`config.mk`:
```
export PLATFORM = sky130hd
export DESIGN_NAME = uart_rx_ctrl
export DESIGN_NICKNAME = d
export VERILOG_FILES = /design/src/rtl/uart_pkg.sv /design/src/rtl/uart_byte_fifo.sv /design/src/rtl/uart_rx_ctrl.sv
export SDC_FILE = /design/constraint.sdc
export NUM_CORES = 1
export LEC_CHECK = 0
export ABC_AREA = 1
export CAP_MARGIN = 15
export CORE_MARGIN = 3
export CORE_UTILIZATION = 30
export CTS_CLUSTER_SIZE = 20
export DETAILED_ROUTE_END_ITERATION = 6
export PLACE_DENSITY = 0.52
export SLEW_MARGIN = 40
export SYNTH_ARGS = -nofsm -noshare
export SYNTH_HDL_FRONTEND = slang
export SYNTH_HIERARCHICAL = 1
export SYNTH_SLANG_ARGS = --single-unit
```
`constraint.sdc`:
```
create_clock -name clk -period 2.55 [get_ports clk]
set_input_delay 0.51 -clock clk [delete_from_list [all_inputs] [get_ports clk]]
set_output_delay 0.51 -clock clk [all_outputs]
set_load 0.1 [all_outputs]
```
`src/rtl/uart_pkg.sv`:
```
// Shared definitions for the uart_rx sequencing logic: controller state encoding,
// default idle timeout and the rx_en decode used by the controller FSM.
package uart_pkg;

    typedef enum logic [1:0] {
        CTRL_OFF  = 2'd0,
        CTRL_IDLE = 2'd1,
        CTRL_RECV = 2'd2,
        CTRL_HOLD = 2'd3
    } ctrl_state_e;

    // Four characters of line idle at 8x oversampling (10 bits x 8 x 4).
    localparam int unsigned TIMEOUT_CYC_DEFAULT = 320;

    function automatic logic rx_en_for(input ctrl_state_e st);
        return (st == CTRL_IDLE) || (st == CTRL_RECV);
    endfunction

endpackage

```
`src/rtl/uart_byte_fifo.sv`:
```
// Synchronous byte FIFO with a registered head byte, so a push in cycle N
// shows on head/valid in cycle N+1.
module uart_byte_fifo #(
    parameter int unsigned DEPTH = 4
) (
    input  logic                       clk,
    input  logic                       rst_n,
    input  logic                       push,
    input  logic [7:0]                 din,
    input  logic                       pop,
    output logic [7:0]                 head,
    output logic                       valid,
    output logic [$clog2(DEPTH):0]     level,
    output logic                       full,
    output logic                       empty
);

    localparam int unsigned PW = $clog2(DEPTH);
    localparam int unsigned LW = PW + 1;

    logic [7:0]    mem_q [DEPTH];
    logic [7:0]    mem_d [DEPTH];
    logic [PW-1:0] wr_ptr_q, wr_ptr_d;
    logic [PW-1:0] rd_ptr_q, rd_ptr_d;
    logic [LW-1:0] level_q, level_d;
    logic [7:0]    head_q, head_d;
    logic          valid_q, valid_d;
    logic          push_ok_s;
    logic          pop_ok_s;

    assign full      = (level_q == LW'(DEPTH));
    assign empty     = (level_q == LW'(0));
    assign pop_ok_s  = pop && !empty;
    assign push_ok_s = push && (!full || pop_ok_s);

    // Next-state for storage, pointers, level and the registered head.
    always_comb begin
        mem_d    = mem_q;
        wr_ptr_d = wr_ptr_q;
        rd_ptr_d = rd_ptr_q;
        level_d  = level_q;
        head_d   = head_q;
        if (push_ok_s) begin
            mem_d[wr_ptr_q] = din;
            wr_ptr_d        = wr_ptr_q + PW'(1);
        end else begin
            wr_ptr_d = wr_ptr_q;
        end
        if (pop_ok_s) begin
            rd_ptr_d = rd_ptr_q + PW'(1);
        end else begin
            rd_ptr_d = rd_ptr_q;
        end
        case ({push_ok_s, pop_ok_s})
            2'b10:   level_d = level_q + LW'(1);
            2'b01:   level_d = level_q - LW'(1);
            default: level_d = level_q;
        endcase
        // The incoming byte becomes head only when nothing older survives this cycle.
        if (push_ok_s && (empty || (pop_ok_s && (level_q == LW'(1))))) begin
            head_d = din;
        end else if (pop_ok_s && (level_q > LW'(1))) begin
            head_d = mem_q[rd_ptr_d];
        end else begin
            head_d = head_q;
        end
        valid_d = (level_d != LW'(0));
    end

    // State registers.
    always_ff @(posedge clk or negedge rst_n) begin
        if (!rst_n) begin
            for (int i = 0; i < int'(DEPTH); i++) begin
                mem_q[i] <= 8'h00;
            end
            wr_ptr_q <= PW'(0);
            rd_ptr_q <= PW'(0);
            level_q  <= LW'(0);
            head_q   <= 8'h00;
            valid_q  <= 1'b0;
        end else begin
            mem_q    <= mem_d;
            wr_ptr_q <= wr_ptr_d;
            rd_ptr_q <= rd_ptr_d;
            level_q  <= level_d;
            head_q   <= head_d;
            valid_q  <= valid_d;
        end
    end

    assign head  = head_q;
    assign valid = valid_q;
    assign level = level_q;

endmodule

```
`src/rtl/uart_rx_ctrl.sv`:
```
// Sequences one uart_rx: gates rx_en, captures each finished byte into a FIFO,
// streams it out over valid/ready and flags overrun and idle timeout.
module uart_rx_ctrl
    import uart_pkg::*;
#(
    parameter int unsigned FIFO_DEPTH   = 4,
    parameter int unsigned TIMEOUT_CYC  = TIMEOUT_CYC_DEFAULT,
    parameter bit          HOLD_ON_FULL = 1'b0
) (
    input  logic                          clk,
    input  logic                          reset_n,
    input  logic                          ctrl_en,
    input  logic                          rx_start,
    input  logic                          rx_busy,
    input  logic                          rx_done,
    input  logic [7:0]                    rx_byte,
    output logic                          rx_en,
    output logic [7:0]                    m_data,
    output logic                          m_valid,
    input  logic                          m_ready,
    output logic [$clog2(FIFO_DEPTH):0]   fifo_level,
    output logic                          overrun,
    input  logic                          overrun_clr,
    output logic                          timeout_irq
);

    localparam int unsigned CW = $clog2(TIMEOUT_CYC + 1);

    ctrl_state_e   state_q, state_d;
    logic          rx_en_q, rx_en_d;
    logic          rx_done_q;
    logic          overrun_q, overrun_d;
    logic [CW-1:0] tmo_cnt_q, tmo_cnt_d;
    logic          tmo_irq_q, tmo_irq_d;

    logic          capture_s;
    logic          pop_s;
    logic          fifo_full_s;
    logic          fifo_empty_s;
    logic          fifo_valid_s;
    logic          tmo_run_s;

    // rx_data_out is only stable on the cycle after done falls, so capture exactly there.
    assign capture_s = rx_done_q && !rx_done && (state_q == CTRL_RECV);
    assign pop_s     = fifo_valid_s && m_ready;
    assign tmo_run_s = (state_q == CTRL_IDLE) || (state_q == CTRL_HOLD);

    uart_byte_fifo #(
        .DEPTH (FIFO_DEPTH)
    ) u_fifo (
        .clk   (clk),
        .rst_n (reset_n),
        .push  (capture_s),
        .din   (rx_byte),
        .pop   (pop_s),
        .head  (m_data),
        .valid (fifo_valid_s),
        .level (fifo_level),
        .full  (fifo_full_s),
        .empty (fifo_empty_s)
    );

    // Controller next state; a frame in progress always completes before OFF.
    always_comb begin
        state_d = state_q;
        case (state_q)
            CTRL_OFF: begin
                if (ctrl_en) state_d = CTRL_IDLE;
                else         state_d = CTRL_OFF;
            end
            CTRL_IDLE: begin
                if (!ctrl_en)                        state_d = CTRL_OFF;
                else if (HOLD_ON_FULL && fifo_full_s) state_d = CTRL_HOLD;
                else if (rx_busy)                    state_d = CTRL_RECV;
                else                                 state_d = CTRL_IDLE;
            end
            CTRL_RECV: begin
                if (capture_s) state_d = ctrl_en ? CTRL_IDLE : CTRL_OFF;
                else           state_d = CTRL_RECV;
            end
            CTRL_HOLD: begin
                if (!ctrl_en)                   state_d = CTRL_OFF;
                else if (!fifo_full_s || pop_s) state_d = CTRL_IDLE;
                else                            state_d = CTRL_HOLD;
            end
            default: state_d = CTRL_OFF;
        endcase
        rx_en_d = rx_en_for(state_d);
    end

    // Overrun: a new loss outranks a clear in the same cycle.
    always_comb begin
        if (capture_s && fifo_full_s && !pop_s) begin
            overrun_d = 1'b1;
        end else if (overrun_clr) begin
            overrun_d = 1'b0;
        end else begin
            overrun_d = overrun_q;
        end
    end

    // Idle timeout counter; the pulse marks the single step onto the saturation value.
    always_comb begin
        tmo_irq_d = 1'b0;
        if (capture_s || rx_start || fifo_empty_s) begin
            tmo_cnt_d = CW'(0);
        end else if (tmo_run_s && (tmo_cnt_q != CW'(TIMEOUT_CYC))) begin
            tmo_cnt_d = tmo_cnt_q + CW'(1);
            tmo_irq_d = (tmo_cnt_q == CW'(TIMEOUT_CYC - 1));
        end else begin
            tmo_cnt_d = tmo_cnt_q;
        end
    end

    // Controller FSM and its registered outputs.
    always_ff @(posedge clk or negedge reset_n) begin
        if (!reset_n) begin
            state_q <= CTRL_OFF;
            rx_en_q <= 1'b0;
        end else begin
            state_q <= state_d;
            rx_en_q <= rx_en_d;
        end
    end

    // Done edge detector, overrun flag and timeout registers.
    always_ff @(posedge clk or negedge reset_n) begin
        if (!reset_n) begin
            rx_done_q <= 1'b0;
            overrun_q <= 1'b0;
            tmo_cnt_q <= CW'(0);
            tmo_irq_q <= 1'b0;
        end else begin
            rx_done_q <= rx_done;
            overrun_q <= overrun_d;
            tmo_cnt_q <= tmo_cnt_d;
            tmo_irq_q <= tmo_irq_d;
        end
    end

    assign rx_en       = rx_en_q;
    assign m_valid     = fifo_valid_s;
    assign overrun     = overrun_q;
    assign timeout_irq = tmo_irq_q;

endmodule
```
==> results.json <==
{
  "status": "finished clean",
  "whs_ns": 0.1454,
  "critPathRequiredTime_ns": 2.77,
  "p_per_area_mw_per_mm2": 1120,
  "dp_slack_ns": 0.2616,
  "clock-sinks": 63,
  "ios": 31,
  "firstDrtPassIters": 4,
  "synth.distinct_cells": 29,
  "start_util_pct": 31.02,
  "antenna_found_initial": 0,
  "leakage_uw": 0.002205,
  "crit_path_start": "u_fifo/level[0]$_DFF_PN0_",
  "viasPerCell": 4.509,
  "switchingPower_uw": 2145,
  "synthFlopType": "dfrtp_1",
  "io_buffers": 30,
  "synthesis.nets": 491,
  "routed_wl_um": 8165,
  "setup_tns_ns": 0,
  "ys_warn_count": 6,
  "diodes": 0,
  "drc": 0,
  "power.share.switching_pct": 45.27,
  "worst_slew_pin_slew_ns": 0.4954,
  "postLayoutSetupSlackWorst_ns": 0.5845,
  "dpl.hpwl_um": 5783,
  "rsz0062_at_grt": "false",
  "grt_util_all_layers_pct": 13.48,
  "num_rows": 39,
  "slew-limit-headroom_pct": 66.97,
  "clock_skew_ns": 0.004335,
  "p_seq_share_pct": 31.4,
  "wl_met2_um": 3763,
  "postCtsSetupRepairBufs": 0,
  "crit_type": "register to register",
  "hold_buffers": 0,
  "synth-seq-area-share_pct": 43.95,
  "p_int_uw": 2594,
  "grt_pass1_wl_um": 13990,
  "arrival_ns": 2.18,
  "hold_viol": 0,
  "fp.coreArea_mm2": 0.01156,
  "combPwrFrac_pct": 45.2,
  "root_buffer": "clkbuf_16",
  "crit_fanout": 17,
  "die_area_mm2": 0.01331,
  "ir_drop_mv": 0.6042,
  "setup_viol": 0,
  "synthesis.area_mm2": 0.003587,
  "synth.most_common_cell": "nand2_1",
  "rr_worst_depth": 11,
  "htreeDepth": 3,
  "wl_met1_um": 3947,
  "wl_met3_um": 357,
  "fillers": 1227,
  "avgSynthCellArea_um2": 7.714,
  "min_period_ns": 1.965,
  "overflow": 0,
  "synth_top_area_share_pct": 43.95,
  "end_kind": "register",
  "area_delta_synth_final_pct": 17.96,
  "reg2reg_from": "u_fifo/level[0]$_DFF_PN0_",
  "fmaxAchievable_mhz": 508.8,
  "maxCapViolations": 0,
  "cts-buffers-inserted": 9,
  "yosys-top-cells-area": "dfrtp_1, nand2_1, nand3_1",
  "yosys.area.top_type": "dfrtp_1",
  "routed.top_layer": "met4",
  "synthArstFlopShare_pct": 100.0,
  "synth_edf_count": 0,
  "clkTransAtPathRegs_ns": 0.05,
  "startpoint_type": "register",
  "cts_tree": "yes",
  "drt_iter0_drc": 131,
  "clkPwrFrac_pct": 23.4,
  "clk_path_buf_depth": 2,
  "synth_cells": 465,
  "nets": 524,
  "drive_gt1_share_pct": 11.78,
  "drtAntennaViolNets": 0,
  "die_y_um": 115.4,
  "die_w_um": 115.4,
  "vias": 2904,
  "gp_congestion": 0.7935,
  "drv_slew": 0,
  "hp-class": "input port to asynchronous set/reset pin",
  "grt_max_degree": 32,
  "synthTopCellsByCount": "nand2_1, inv_1, nand3_1",
  "wire_per_inst_um": 12.68,
  "cts-resized-gates": 0,
  "ys_ff_latch": 63,
  "grt_pass1_vias": 2928,
  "layout_worst_path_cycle_share_pct": 77.08,
  "insertion_delay_ns": 0.33
}
[cell type report]
class                           count  area, um^2  share of cell area [%]
Multi-Input combinational cell    309        1597                   37.73
Sequential cell                    63        1577                   37.26
Inverter                           81       314.1                   7.422
Timing Repair Buffer               34       300.3                   7.096
Clock buffer                       13       260.3                   6.150
Tap cell                          143       178.9                   4.228
Clock inverter                      1       5.005                  0.1183
[path summary, 6_finish.rpt]
kind                            slack [ns]                             end
worst max-delay path                  0.58      u_fifo/head[0]$_DFFE_PN0P_
max in group asynchronous             1.78      u_fifo/head[3]$_DFFE_PN0P_
worst max register to register        0.58      u_fifo/head[0]$_DFFE_PN0P_
worst min-delay path                  0.15  u_fifo/wr_ptr_q[0]$_DFFE_PN0P_
min in group clk                      0.48    u_fifo/mem_q[26]$_DFFE_PN0P_
worst min register to register        0.48    u_fifo/mem_q[26]$_DFFE_PN0P_
[stage by stage]
stage          area [um^2]  util [%]  total power (uW)  instances
3_5_place_dp          3966     34.30              3667        630
4_1_cts               4232     36.59              4809        644
5_1_grt               4232     36.59              5132        644
3_3_place_gp          3966     34.30              3636        630
6_report              4232     36.59              4739        644
2_1_floorplan         3587         -              3213        465
[layer usage]
layer	up-vias	GRT usage, %
li1	1516	-
met1	1330	17.19
met2	50	22.26
met3	8	4.158
met4	0	3.521
met5	-	0
[cells in the final DEF (no fill, tap or decap), types with 6 or more instances in the layout]
cell,n
inv_1,76
nand2_4,10
nand3_1,66
o21ai_0,34
clkdlybuf4s50_1,14
clkbuf_16,9
dfrtp_1,63
ha_1,10
buf_4,18
nand2_1,138
nor2_1,19
xor2_1,6
o21ai_1,7
[flip-flops by register name (all words and copies together) (netlist names)]
name             cells
u_fifo/head          8
u_fifo/wr_ptr_q      2
u_fifo/valid         1
timeout_irq          1
rx_en                1
rx_done_q            1
overrun              1
u_fifo/rd_ptr_q      2
tmo_cnt_q            9
state_q              2
u_fifo/mem_q        32
u_fifo/level         3
[critical path, stage by stage (launching register included)]
cell	delay [ns]
dfrtp_1	0.43
inv_1	0.14
ha_1	0.35
nand2_4	0.12
nand2_4	0.10
nand2_4	0.14
nand2_4	0.22
nand2_1	0.08
nand3_1	0.09
nand2_1	0.07
nand2_1	0.05
nand2_1	0.05
[cells by family after synthesis]
group,synth area share [%]
AO/OA/AOI/OAI,7.011
XOR/XNOR,1.465
adder cells (fa/ha/maj),3.488
buffers and inverters,11.54
flip-flops,43.95
AND/OR/NAND/NOR,32.54
[power groups by stage]
| stage | registers [uW] | logic, uW | clock network, uW |
|---|---|---|---|
| 6_report | 1490 | 2140 | 1110 |
| 5_1_grt | 1530 | 2410 | 1190 |
| 4_1_cts | 1490 | 2170 | 1150 |
| 3_5_place_dp | 1510 | 2160 | 0 |
| 3_3_place_gp | 1500 | 2130 | 0 |
| 2_1_floorplan | 1970 | 1240 | 0 |
Note: power is estimated with default switching activity, not from simulation.
